[config.mk]
export PLATFORM = sky130hd
export DESIGN_NAME = moving_average3_inverse_flat
export DESIGN_NICKNAME = d
export VERILOG_FILES = /design/src/rtl/moving_average3_inverse_if.sv /design/src/rtl/moving_average3_inverse.sv /design/src/flat_wrapper.sv
export SDC_FILE = /design/constraint.sdc
export NUM_CORES = 1
export LEC_CHECK = 0
export BUFFER_PORTS_ARGS = -buffer_cell sky130_fd_sc_hd__buf_2
export CAP_MARGIN = 25
export CORE_MARGIN = 8
export CORE_UTILIZATION = 50
export DETAILED_ROUTE_END_ITERATION = 10
export GPL_ROUTABILITY_DRIVEN = 1
export PLACE_DENSITY = 0.66
export SLEW_MARGIN = 15
export SYNTH_ARGS = -nofsm -noshare
export SYNTH_HDL_FRONTEND = slang
export SYNTH_SLANG_ARGS = --single-unit
export TNS_END_PERCENT = 10
[constraint.sdc]
create_clock -name system1000 -period 5.4 [get_ports system1000]
set_input_delay 0.27 -clock system1000 [delete_from_list [all_inputs] [get_ports system1000]]
set_output_delay 0.27 -clock system1000 [all_outputs]
set_load 0.005 [all_outputs]
[src/rtl/moving_average3_inverse_if.sv]
// Sample bus between the moving-sum filter output and the inverse filter.
interface moving_average3_inverse_if #(
    parameter int unsigned WIDTH = 8
);
    logic signed [WIDTH-1:0] eta_i1;
    logic                    eta_valid_i1;
    logic                    clear_i;
    logic signed [WIDTH-1:0] y_o;
    logic                    y_valid_o;
    logic                    primed_o;

    modport master (
        output eta_i1, eta_valid_i1, clear_i,
        input  y_o, y_valid_o, primed_o
    );

    modport slave (
        input  eta_i1, eta_valid_i1, clear_i,
        output y_o, y_valid_o, primed_o
    );
endinterface

[src/rtl/moving_average3_inverse.sv]
// Inverse of a TAPS-long moving-sum filter: x[n] = y[n] - y[n-1] + x[n-TAPS], wrapping.
module moving_average3_inverse #(
    parameter int unsigned WIDTH = 8,
    parameter int unsigned TAPS  = 4
) (
    input  logic                      system1000,
    input  logic                      system1000_rst,
    moving_average3_inverse_if.slave  bus
);
    localparam int unsigned CW = $clog2(TAPS + 1);

    typedef enum logic {
        FILL = 1'b0,
        RUN  = 1'b1
    } state_t;

    state_t                  r_state;
    state_t                  w_state_next;
    logic signed [WIDTH-1:0] r_y_prev;
    logic signed [WIDTH-1:0] r_hist [TAPS];
    logic [CW-1:0]           r_count;
    logic [CW-1:0]           w_count_next;
    logic signed [WIDTH-1:0] r_y;
    logic                    r_y_valid;
    logic                    r_primed;
    logic                    w_accept;
    logic signed [WIDTH-1:0] w_x;

    // Accept qualifier and recovered sample (carries out of WIDTH are discarded).
    always_comb begin
        w_accept = bus.eta_valid_i1 & ~bus.clear_i;
        w_x      = WIDTH'(bus.eta_i1 - r_y_prev + r_hist[TAPS-1]);
    end

    // Saturating fill counter and FILL/RUN next-state.
    always_comb begin
        w_count_next = r_count;
        w_state_next = r_state;
        if (bus.clear_i) begin
            w_count_next = '0;
            w_state_next = FILL;
        end else if (w_accept) begin
            if (r_count != CW'(TAPS)) begin
                w_count_next = r_count + CW'(1);
            end
            case (r_state)
                FILL: if (r_count == CW'(TAPS - 1)) w_state_next = RUN;
                RUN:  w_state_next = RUN;
                default: w_state_next = FILL;
            endcase
        end
    end

    // State register; reset and clear both return everything to zero history.
    always_ff @(posedge system1000) begin
        if (system1000_rst || bus.clear_i) begin
            r_state   <= FILL;
            r_y_prev  <= '0;
            r_count   <= '0;
            r_y       <= '0;
            r_y_valid <= 1'b0;
            r_primed  <= 1'b0;
            for (int k = 0; k < TAPS; k++) begin
                r_hist[k] <= '0;
            end
        end else begin
            r_state   <= w_state_next;
            r_count   <= w_count_next;
            r_y_valid <= w_accept;
            r_primed  <= (w_state_next == RUN);
            if (w_accept) begin
                r_y       <= w_x;
                r_y_prev  <= bus.eta_i1;
                r_hist[0] <= w_x;
                for (int k = 1; k < TAPS; k++) begin
                    r_hist[k] <= r_hist[k-1];
                end
            end
        end
    end

    assign bus.y_o       = r_y;
    assign bus.y_valid_o = r_y_valid;
    assign bus.primed_o  = r_primed;
endmodule

[src/flat_wrapper.sv]
// flat-port wrapper written by rule: the top's interface ports become plain ports
module moving_average3_inverse_flat 
#(
    parameter int unsigned WIDTH = 8,
    parameter int unsigned TAPS  = 4
)
  (system1000, system1000_rst, bus_eta_i1, bus_eta_valid_i1, bus_clear_i, bus_y_o, bus_y_valid_o, bus_primed_o);
  moving_average3_inverse_if #(.WIDTH(WIDTH)) bus_i ();
  input  logic system1000;
  input  logic system1000_rst;
  input wire logic [$bits(bus_i.eta_i1)-1:0] bus_eta_i1;
  input wire logic [$bits(bus_i.eta_valid_i1)-1:0] bus_eta_valid_i1;
  input wire logic [$bits(bus_i.clear_i)-1:0] bus_clear_i;
  output wire logic [$bits(bus_i.y_o)-1:0] bus_y_o;
  output wire logic [$bits(bus_i.y_valid_o)-1:0] bus_y_valid_o;
  output wire logic [$bits(bus_i.primed_o)-1:0] bus_primed_o;
  assign bus_i.eta_i1 = bus_eta_i1;
  assign bus_i.eta_valid_i1 = bus_eta_valid_i1;
  assign bus_i.clear_i = bus_clear_i;
  assign bus_y_o = bus_i.y_o;
  assign bus_y_valid_o = bus_i.y_valid_o;
  assign bus_primed_o = bus_i.primed_o;
  moving_average3_inverse #(.WIDTH(WIDTH), .TAPS(TAPS)) u_core (.system1000(system1000), .system1000_rst(system1000_rst), .bus(bus_i));
endmodule
==> run_results.csv, run 1 <==
group,metric,value,unit
run_status,status,"completed",
cells_and_area,diodes,0,
cts,post_cts_buffers,0,
cts,cts_sinks,53,
cts,cts_resized,0,
cts,cts_tree,"done",
timing,rsz0062_at_grt,"false",
synth,synthDominantCellAreaShare,0.3887,
critical_path,worstPathArrival,2.44,ns
timing,fin_crit_sh,0.4227,
power,leakagePower,1.339,nW
timing,final.setup.tns,0,ns
timing,slew_headroom,0.3510,
cells_and_area,layout-drive-gt1-share,0.1375,
synth,synth.top_cells.by_area,"edfxtp_1 (39%), dfxtp_1 (17%), and3_1 (6.6%)",
floorplan,chipWidth,86.32,um
placement,placed_cell_area,0.002640,mm2
timing,period_needed,2.283,ns
critical_path,cp_data_required_time,5.56,ns
timing,worst_slew_pin_slew,0.9725,ns
critical_path,ff2ff_setup_slack,3.12,ns
synth,synth_cell_type_count,31,
synth,synthFlopType,"edfxtp_1",
timing,finClkSkew,0.007242,ns
cts,cts_max_level,2,
critical_path,r2r-end,"u_core.r_hist[0][7]$_SDFFCE_PN0P_",
synth,yosys.area.top_type,"edfxtp_1",
detailed_routing,wl_per_cell,13.51,um
synth,yosysMostFrequentCell,"inv_1",
min_path,holdPathEnd,"u_core.r_y_prev[2]$_SDFFE_PP0P_",
power,vdd_drop_max,184.1,uV
critical_path,worstPathMaxFanout,4,
synth,synthTopCellsByCount,"inv_1 (34), edfxtp_1 (32), and3_1 (26), dfxtp_1 (21), nor2_1 (17)",
synth,async_flop_share,0,
synth,synth_nets,248,
critical_path,r2r_start,"u_core.r_hist[3][2]$_SDFFCE_PN0P_",
cts,cts_buffers,5,
detailed_routing,initialDrtViolationCount,87,
min_path,min_from,"bus_eta_i1[2]",
critical_path,worstRegToRegCells,8,
cts,cts-root-buf,"clkbuf_8",
cells_and_area,layout.nets,269,
timing,finalHoldViolCount,0,
cells_and_area,fin_area,0.002760,mm2
global_routing,grt_pass1_wl,7314,um
global_routing,grt_usage,0.1244,
global_routing,antenna_found_initial,0,
cells_and_area,finish.utilization,0.5805,
floorplan,start_util,0.5200,
synth,netlist_area,0.002472,mm2
floorplan,core_area,0.004755,mm2
timing,fmax,0.4381,GHz
floorplan,die_area,0.007451,mm2
detailed_routing,drc,0,
floorplan,io_pins,22,
critical_path,crit_type,"reg2reg",
synth,synth_cells,218,
critical_path,endpoint_kind,"flip-flop",
placement,hpwl,2889,um
global_routing,grt-ovfl-total,0,
timing,whs,0.2191,ns
floorplan,floorplan.rows,25,
floorplan,die_h,86.32,um
detailed_routing,wirelength,4149,um
synth,ys_seq_area_frac,0.5587,
global_routing,grt_pass1_vias,1545,
cells_and_area,area_delta_synth_final,11.64,%
synth,synth_edf_count,32,
min_path,min_path_cells,3,
cts,cts_buffer_depth,2,
power,power-per-cell-area,306.3,mW/mm2
global_routing,grt_max_degree,43,
detailed_routing,vias,1537,
synth,synth.ff_latch_count,53,
synth,synth_warnings,0,
synth,synth.avg_cell_area,11.34,um2
timing,setup-violations-final,0,
detailed_routing,viasPerCell,5.007,
placement,gp_congestion,0.8293,
min_path,hp-class,"in2reg",
timing,slew_violations,0,
flow_run,drv_cap,0,
detailed_routing,drtAntennaViolNets,0,
cts,holdBufCountCts,0,
detailed_routing,firstDrtPassIters,4,
placement,portBuffers,21,
cts,worstSkewPairLatency,0.30,ns
cts,path_clk_slew,0.09,ns
critical_path,cp-start-kind,"flip-flop",
==> cell type report <==
class	count	area [um2]
Clock inverter	2	37.54
Multi-Input combinational cell	123	934.6
Tap cell	67	83.83
Inverter	34	127.6
Timing Repair Buffer	22	112.6
Fill cell	437	1994
Clock buffer	6	82.58
Sequential cell	53	1381
==> worst max-delay path: stages, from the launching register on <==
cell,delay (ns)
edfxtp_1,0.33
inv_1,0.05
fa_1,0.49
inv_1,0.04
ha_1,0.34
a21oi_1,0.26
a211oi_1,0.12
or3_1,0.37
a21oi_1,0.14
==> metal layers <==
metal,global-route usage,part of all wire
met3,0.04253,0.049
met4,0.05477,0.021
met1,0.1567,0.48
met5,0,0
met2,0.1882,0.44
==> metrics by stage <==
step           power, mW  std cells  setup slack, ns
3_5_place_dp      0.5793        299            3.026
5_1_grt           0.8883        307            2.908
6_report          0.8455        307            3.117
4_1_cts           0.8553        307            3.112
2_1_floorplan     0.5460        218            3.244
3_3_place_gp      0.5784        299            3.062
==> power breakdown <==
part	internal (mW)	switching (mW)	leakage [nW]	total (mW)
clock network	0.151	0.125	0.0574	0.276
registers	0.449	0.00734	0.543	0.456
logic	0.0471	0.0667	0.738	0.114
total	0.646	0.199	1.34	0.845
==> cell usage in the layout (no fill, tap or decap), types with 7 or more instances in the layout <==
cell	netlist	routed
mux2i_1	9	9
ha_1	11	11
and3_1	26	26
dfxtp_1	21	21
fa_1	7	7
a21oi_1	8	8
nor2_1	17	16
nand2_1	7	7
buf_2	1	21
edfxtp_1	32	32
inv_1	34	34
==> worst max path at each step <==
stage	from	endpoint	slack, ns	cells past startpoint
floorplan	u_core.r_hist[3][2]$_SDFFCE_PN0P_	u_core.r_hist[0][7]$_SDFFCE_PN0P_	3.24	8
global placement	bus_eta_i1[2]	u_core.r_hist[0][7]$_SDFFCE_PN0P_	3.06	9
detailed placement	bus_eta_i1[1]	u_core.r_hist[0][6]$_SDFFCE_PN0P_	3.03	9
CTS	u_core.r_hist[3][2]$_SDFFCE_PN0P_	u_core.r_hist[0][7]$_SDFFCE_PN0P_	3.11	8
global route	u_core.r_hist[3][2]$_SDFFCE_PN0P_	u_core.r_hist[0][7]$_SDFFCE_PN0P_	2.91	8
finish	u_core.r_hist[3][2]$_SDFFCE_PN0P_	u_core.r_hist[0][7]$_SDFFCE_PN0P_	3.12	8
==> sequential cells by signal, indices dropped and copies added, names as in the netlist <==
register              cells
u_core.bus.y_o            8
u_core.r_count            3
u_core.r_hist            32
u_core.r_state            1
u_core.r_y_prev           8
u_core.bus.y_valid_o      1
==> kinds of logic (layout without fill, tap and decap cells) <==
| kind of cell | after synthesis | after routing | synth area share |
|---|---|---|---|
| simple gates | 63 | 63 | 0.1397 |
| buf+inv | 42 | 64 | 0.06427 |
| compound gates | 27 | 27 | 0.06731 |
| flops | 53 | 53 | 0.5587 |
| xor+xnor | 6 | 6 | 0.02125 |
| mux | 9 | 9 | 0.03644 |
| fa+ha+maj | 18 | 18 | 0.1123 |
Note: power is estimated with default switching activity, not from simulation.
==> run 2: changes to the inputs <==
- clock period: 5.4 -> 2.4 ns (I/O delays scaled with it)
==> run_results.csv, run 2 (same netlist as run 1, synthesis figures left out) <==
group,metric,value,unit
timing,whs,0.06138,ns
detailed_routing,wirelength,4392,um
cells_and_area,layout-drive-gt1-share,0.1358,
floorplan,core_area,0.004755,mm2
critical_path,worstRegToRegCells,8,
run_status,status,"completed",
critical_path,worstPathMaxFanout,4,
placement,hpwl,3107,um
cts,cts_tree,"done",
critical_path,endpoint_kind,"flip-flop",
global_routing,grt_util_met2,0.2028,
critical_path,cp-start-kind,"flip-flop",
cells_and_area,largest_register_ffs,32,
detailed_routing,vias,1565,
placement,gp_congestion,0.8483,
power,power-per-cell-area,643.8,mW/mm2
critical_path,cp_data_required_time,2.56,ns
min_path,hp-class,"in2reg",
flow_run,drv_cap,0,
global_routing,grt_pass1_wl,7534,um
floorplan,floorplan.rows,25,
timing,slew_headroom,0.6502,
cells_and_area,diodes,0,
global_routing,grt_usage,0.1301,
detailed_routing,firstDrtPassIters,4,
critical_path,path_cells,"inv_1, fa_1, inv_1, ha_1, a21oi_1, o21ai_0, or3_1, a21oi_1",
critical_path,slowest_stage,"fa_1",
critical_path,worstPathArrival,2.45,ns
cts,cts-root-buf,"clkbuf_8",
global_routing,grt_use_met3,0.05388,
cells_and_area,layout.nets,272,
placement,portBuffers,21,
cts,cts_sinks,53,
floorplan,die_area,0.007451,mm2
floorplan,chipWidth,86.32,um
cells_and_area,regMostFlops,"u_core.r_hist",
critical_path,critical-path-max-stage-delay,0.52,ns
cts,worstSkewPairLatency,0.30,ns
detailed_routing,drtAntennaViolNets,0,
floorplan,start_util,0.5200,
critical_path,r2r-end,"u_core.r_hist[0][7]$_SDFFCE_PN0P_",
global_routing,grt-ovfl-total,0,
timing,worst_slew_pin_slew,0.5241,ns
floorplan,die_h,86.32,um
critical_path,crit_type,"reg2reg",
global_routing,grt_pass1_vias,1595,
floorplan,io_pins,22,
global_routing,antenna_found_initial,0,
global_routing,grt.busiest_layer,"met2",
timing,setup-violations-final,0,
timing,final.setup.tns,0,ns
cts,cts_buffers,5,
power,vdd_drop_max,315.7,uV
timing,finalHoldViolCount,0,
critical_path,crit_end,"u_core.r_hist[0][7]$_SDFFCE_PN0P_",
timing,rsz0062_at_grt,"false",
timing,period_needed,2.286,ns
detailed_routing,initialDrtViolationCount,133,
critical_path,ff2ff_setup_slack,0.11,ns
global_routing,grt_max_degree,29,
cells_and_area,final_cell_mix,"inv_1 (34), edfxtp_1 (32), and3_1 (26)",
critical_path,crit_path_start,"u_core.r_hist[3][4]$_SDFFCE_PN0P_",
power,p_total,1.766,mW
cts,cts_buffer_depth,2,
cts,path_clk_slew,0.09,ns
cells_and_area,final_common_cell,"inv_1",
critical_path,r2r_start,"u_core.r_hist[3][4]$_SDFFCE_PN0P_",
timing,fin_crit_sh,0.9525,
timing,finClkSkew,0.002430,ns
detailed_routing,wl_per_cell,14.17,um
timing,slew_violations,0,
detailed_routing,drc,0,
power,leakagePower,1.337,nW
cts,post_cts_buffers,0,
global_routing,met1_usage,0.1588,
detailed_routing,viasPerCell,5.048,
cells_and_area,area_delta_synth_final,10.98,%
cts,cts_max_level,2,
timing,fmax,0.4374,GHz
[run 2: layout make-up]
type	instances	area (um2)
clock inverter	1	3.754
sequential	53	1381
multi-input combinational	123	935.9
clock buffer	7	76.32
timing repair buffer	25	135.1
inverter	34	127.6
fill	424	2011
tap	67	83.83
[run 2: worst min path at each step]
stage	start	slack [ns]	cells after the start	end
final	bus_eta_i1[1]	0.06	3	u_core.r_y_prev[1]$_SDFFE_PP0P_
after detailed placement	bus_eta_i1[2]	0.38	3	u_core.r_y_prev[2]$_SDFFE_PP0P_
after global placement	bus_eta_i1[1]	0.37	3	u_core.r_y_prev[1]$_SDFFE_PP0P_
after CTS	bus_eta_i1[2]	0.06	3	u_core.r_y_prev[2]$_SDFFE_PP0P_
after global routing	bus_eta_i1[1]	0.06	3	u_core.r_y_prev[1]$_SDFFE_PP0P_
after floorplan	bus_eta_i1[4]	0.27	2	u_core.r_y_prev[4]$_SDFFE_PP0P_
[run 2: worst max-delay path, delay by kind of cell (launching register included)]
family                   cells  cell delay (ns)
AND/OR/NAND/NOR              1             0.34
flip-flops                   1             0.34
adder cells (fa/ha/maj)      2             0.86
AO/OA/AOI/OAI                3             0.50
buffers and inverters        2             0.11
[run 2: layer usage]
layer	share of wire	wire length, um
met4	0.013	57
met2	0.45	1996
met1	0.47	2057
met5	0	0
met3	0.064	281
[run 2: per-stage QoR]
stage / setup WS (ns) / utilization / std cells / cell area (um2)
2_1_floorplan: 0.2436 / - / 218 / 2472
3_3_place_gp: 0.1577 / 0.5595 / 302 / 2660
3_5_place_dp: 0.08650 / 0.5595 / 302 / 2660
4_1_cts: 0.08630 / 0.5763 / 310 / 2740
5_1_grt: 0.006084 / 0.5771 / 310 / 2744
6_report: 0.1140 / 0.5771 / 310 / 2744
[run 2: power by group]
| part | total, mW | internal (mW) | switching (mW) |
|---|---|---|---|
| clock | 0.476 | 0.204 | 0.273 |
| combinational | 0.265 | 0.110 | 0.155 |
| sequential | 1.02 | 1.01 | 0.0158 |
| total | 1.77 | 1.32 | 0.444 |
[run 2: timing repair]
item	in CTS	in global routing
hold buffers	0	0
endpoints found under the setup margin	0	3
gates resized for setup	0	2
==> run 3: changes to the inputs <==
- CORE_ASPECT_RATIO: default -> 1.1
==> run_results.csv, run 3 (same netlist as run 1, synthesis figures left out) <==
group,metric,value,unit
run_status,status,"completed",
cells_and_area,layout-drive-gt1-share,0.1564,
critical_path,crit_end,"u_core.r_hist[0][7]$_SDFFCE_PN0P_",
critical_path,worstPathArrival,2.41,ns
placement,preCtsSetupSlack,0.1137,ns
cts,cts-root-buf,"clkbuf_8",
flow_run,drv_cap,0,
placement,gp_congestion,0.8057,
timing,fmax,0.4442,GHz
global_routing,grt_pass1_vias,1546,
timing,fin_ws,0.1489,ns
timing,slew_headroom,0.5460,
detailed_routing,drtAntennaViolNets,0,
global_routing,grt_max_degree,30,
cells_and_area,regMostFlops,"u_core.r_hist",
cts,path_clk_slew,0.09,ns
critical_path,crit_type,"reg2reg",
floorplan,floorplan.rows,27,
critical_path,worstPathMaxFanout,4,
placement,portBuffers,21,
placement,hpwl,3119,um
cts,cts_buffer_depth,2,
floorplan,core_area,0.004898,mm2
power,vdd_drop_max,350.3,uV
cells_and_area,final_cell_mix,"inv_1 (34), edfxtp_1 (32), and3_1 (26)",
floorplan,die_h,89.75,um
timing,worst_slew_pin_slew,0.6803,ns
detailed_routing,initialDrtViolationCount,94,
global_routing,grt-ovfl-total,0,
timing,finClkSkew,0.009710,ns
timing,finalHoldViolCount,0,
cts,cts_tree,"done",
cts,cts_resized,0,
critical_path,ff2ff_setup_slack,0.15,ns
critical_path,r2r_start,"u_core.r_hist[3][2]$_SDFFCE_PN0P_",
critical_path,cp_data_required_time,2.56,ns
floorplan,die_area,0.007453,mm2
power,power-per-cell-area,682.3,mW/mm2
cells_and_area,area_delta_synth_final,12.70,%
timing,fin_crit_sh,0.9380,
cts,worstSkewPairLatency,0.31,ns
timing,period_needed,2.251,ns
timing,setup-violations-final,0,
cells_and_area,largest_register_ffs,32,
global_routing,grt_usage,0.1226,
floorplan,io_pins,22,
cells_and_area,final_common_cell,"inv_1",
timing,rsz0062_at_grt,"false",
cells_and_area,finish.utilization,0.5688,
global_routing,antenna_found_initial,0,
cells_and_area,fin_cells,301,
detailed_routing,wirelength,4494,um
timing,final.setup.tns,0,ns
detailed_routing,wl_per_cell,14.93,um
detailed_routing,drc,0,
min_path,hp-class,"in2reg",
cts,cts_max_level,2,
cts,holdBufCountCts,0,
floorplan,chipWidth,83.05,um
critical_path,cp-start-kind,"flip-flop",
power,leakagePower,1.359,nW
placement,place_inst,293,
detailed_routing,viasPerCell,5.050,
global_routing,grt_pass1_wl,7472,um
timing,slew_violations,0,
detailed_routing,firstDrtPassIters,4,
cells_and_area,layout.nets,272,
detailed_routing,vias,1520,
critical_path,endpoint_kind,"flip-flop",
critical_path,worstRegToRegCells,8,
cts,cts_sinks,53,
critical_path,crit_path_start,"u_core.r_hist[3][2]$_SDFFCE_PN0P_",
power,p_total,1.901,mW
cts,cts_buffers,5,
cts,post_cts_buffers,0,
cells_and_area,diodes,0,
critical_path,r2r-end,"u_core.r_hist[0][7]$_SDFFCE_PN0P_",
floorplan,start_util,0.5047,
## run 3: layout make-up
cell class / count / area, um2
inverter: 34 / 127.6
sequential: 53 / 1381
tap: 58 / 72.57
clock inverter: 2 / 38.79
multi-input combinational: 123 / 945.9
clock buffer: 6 / 72.57
fill: 406 / 2112
timing repair buffer: 25 / 147.6
## run 3: worst min path at each step
stage | startpoint | endpoint | slack (ns) | cells after the start
final | bus_eta_i1[2] | u_core.r_y_prev[2]$_SDFFE_PP0P_ | 0.06 | 3
after global placement | bus_eta_i1[5] | u_core.r_y_prev[5]$_SDFFE_PP0P_ | 0.37 | 3
after global routing | bus_eta_i1[2] | u_core.r_y_prev[2]$_SDFFE_PP0P_ | 0.07 | 3
after detailed placement | bus_eta_i1[1] | u_core.r_y_prev[1]$_SDFFE_PP0P_ | 0.38 | 3
after CTS | bus_eta_i1[1] | u_core.r_y_prev[1]$_SDFFE_PP0P_ | 0.06 | 3
after floorplan | bus_eta_i1[4] | u_core.r_y_prev[4]$_SDFFE_PP0P_ | 0.27 | 2
## run 3: worst max-delay path: stages (launching register included)
cell and delay [ns]:
edfxtp_1 0.33, inv_1 0.05, fa_1 0.49, inv_1 0.04, ha_1 0.36, a21oi_2 0.21
a211oi_1 0.10, or3_1 0.36, a21oi_1 0.15
## run 3: report_power, final
part | internal, mW | total [mW] | leakage, nW | switching, mW
clock | 0.313 | 0.603 | 0.0554 | 0.290
combinational | 0.115 | 0.273 | 0.761 | 0.158
sequential | 1.01 | 1.03 | 0.543 | 0.0166
total | 1.44 | 1.90 | 1.36 | 0.464
## run 3: metal layers
metal	up-vias	global-route usage	part of all wire
met1	709	0.1529	0.49
met2	21	0.1895	0.46
li1	782	-	-
met3	8	0.03069	0.030
met4	0	0.06598	0.020
met5	-	0	0
## run 3: per-stage QoR
| step | instance area [um2] | hold slack (ns) |
|---|---|---|
| finish | 2786 | 0.06374 |
| global route | 2786 | 0.06895 |
| CTS | 2773 | 0.05635 |
| detailed placement | 2661 | 0.3824 |
| global placement | 2661 | 0.3741 |
| floorplan | 2472 | 0.2673 |
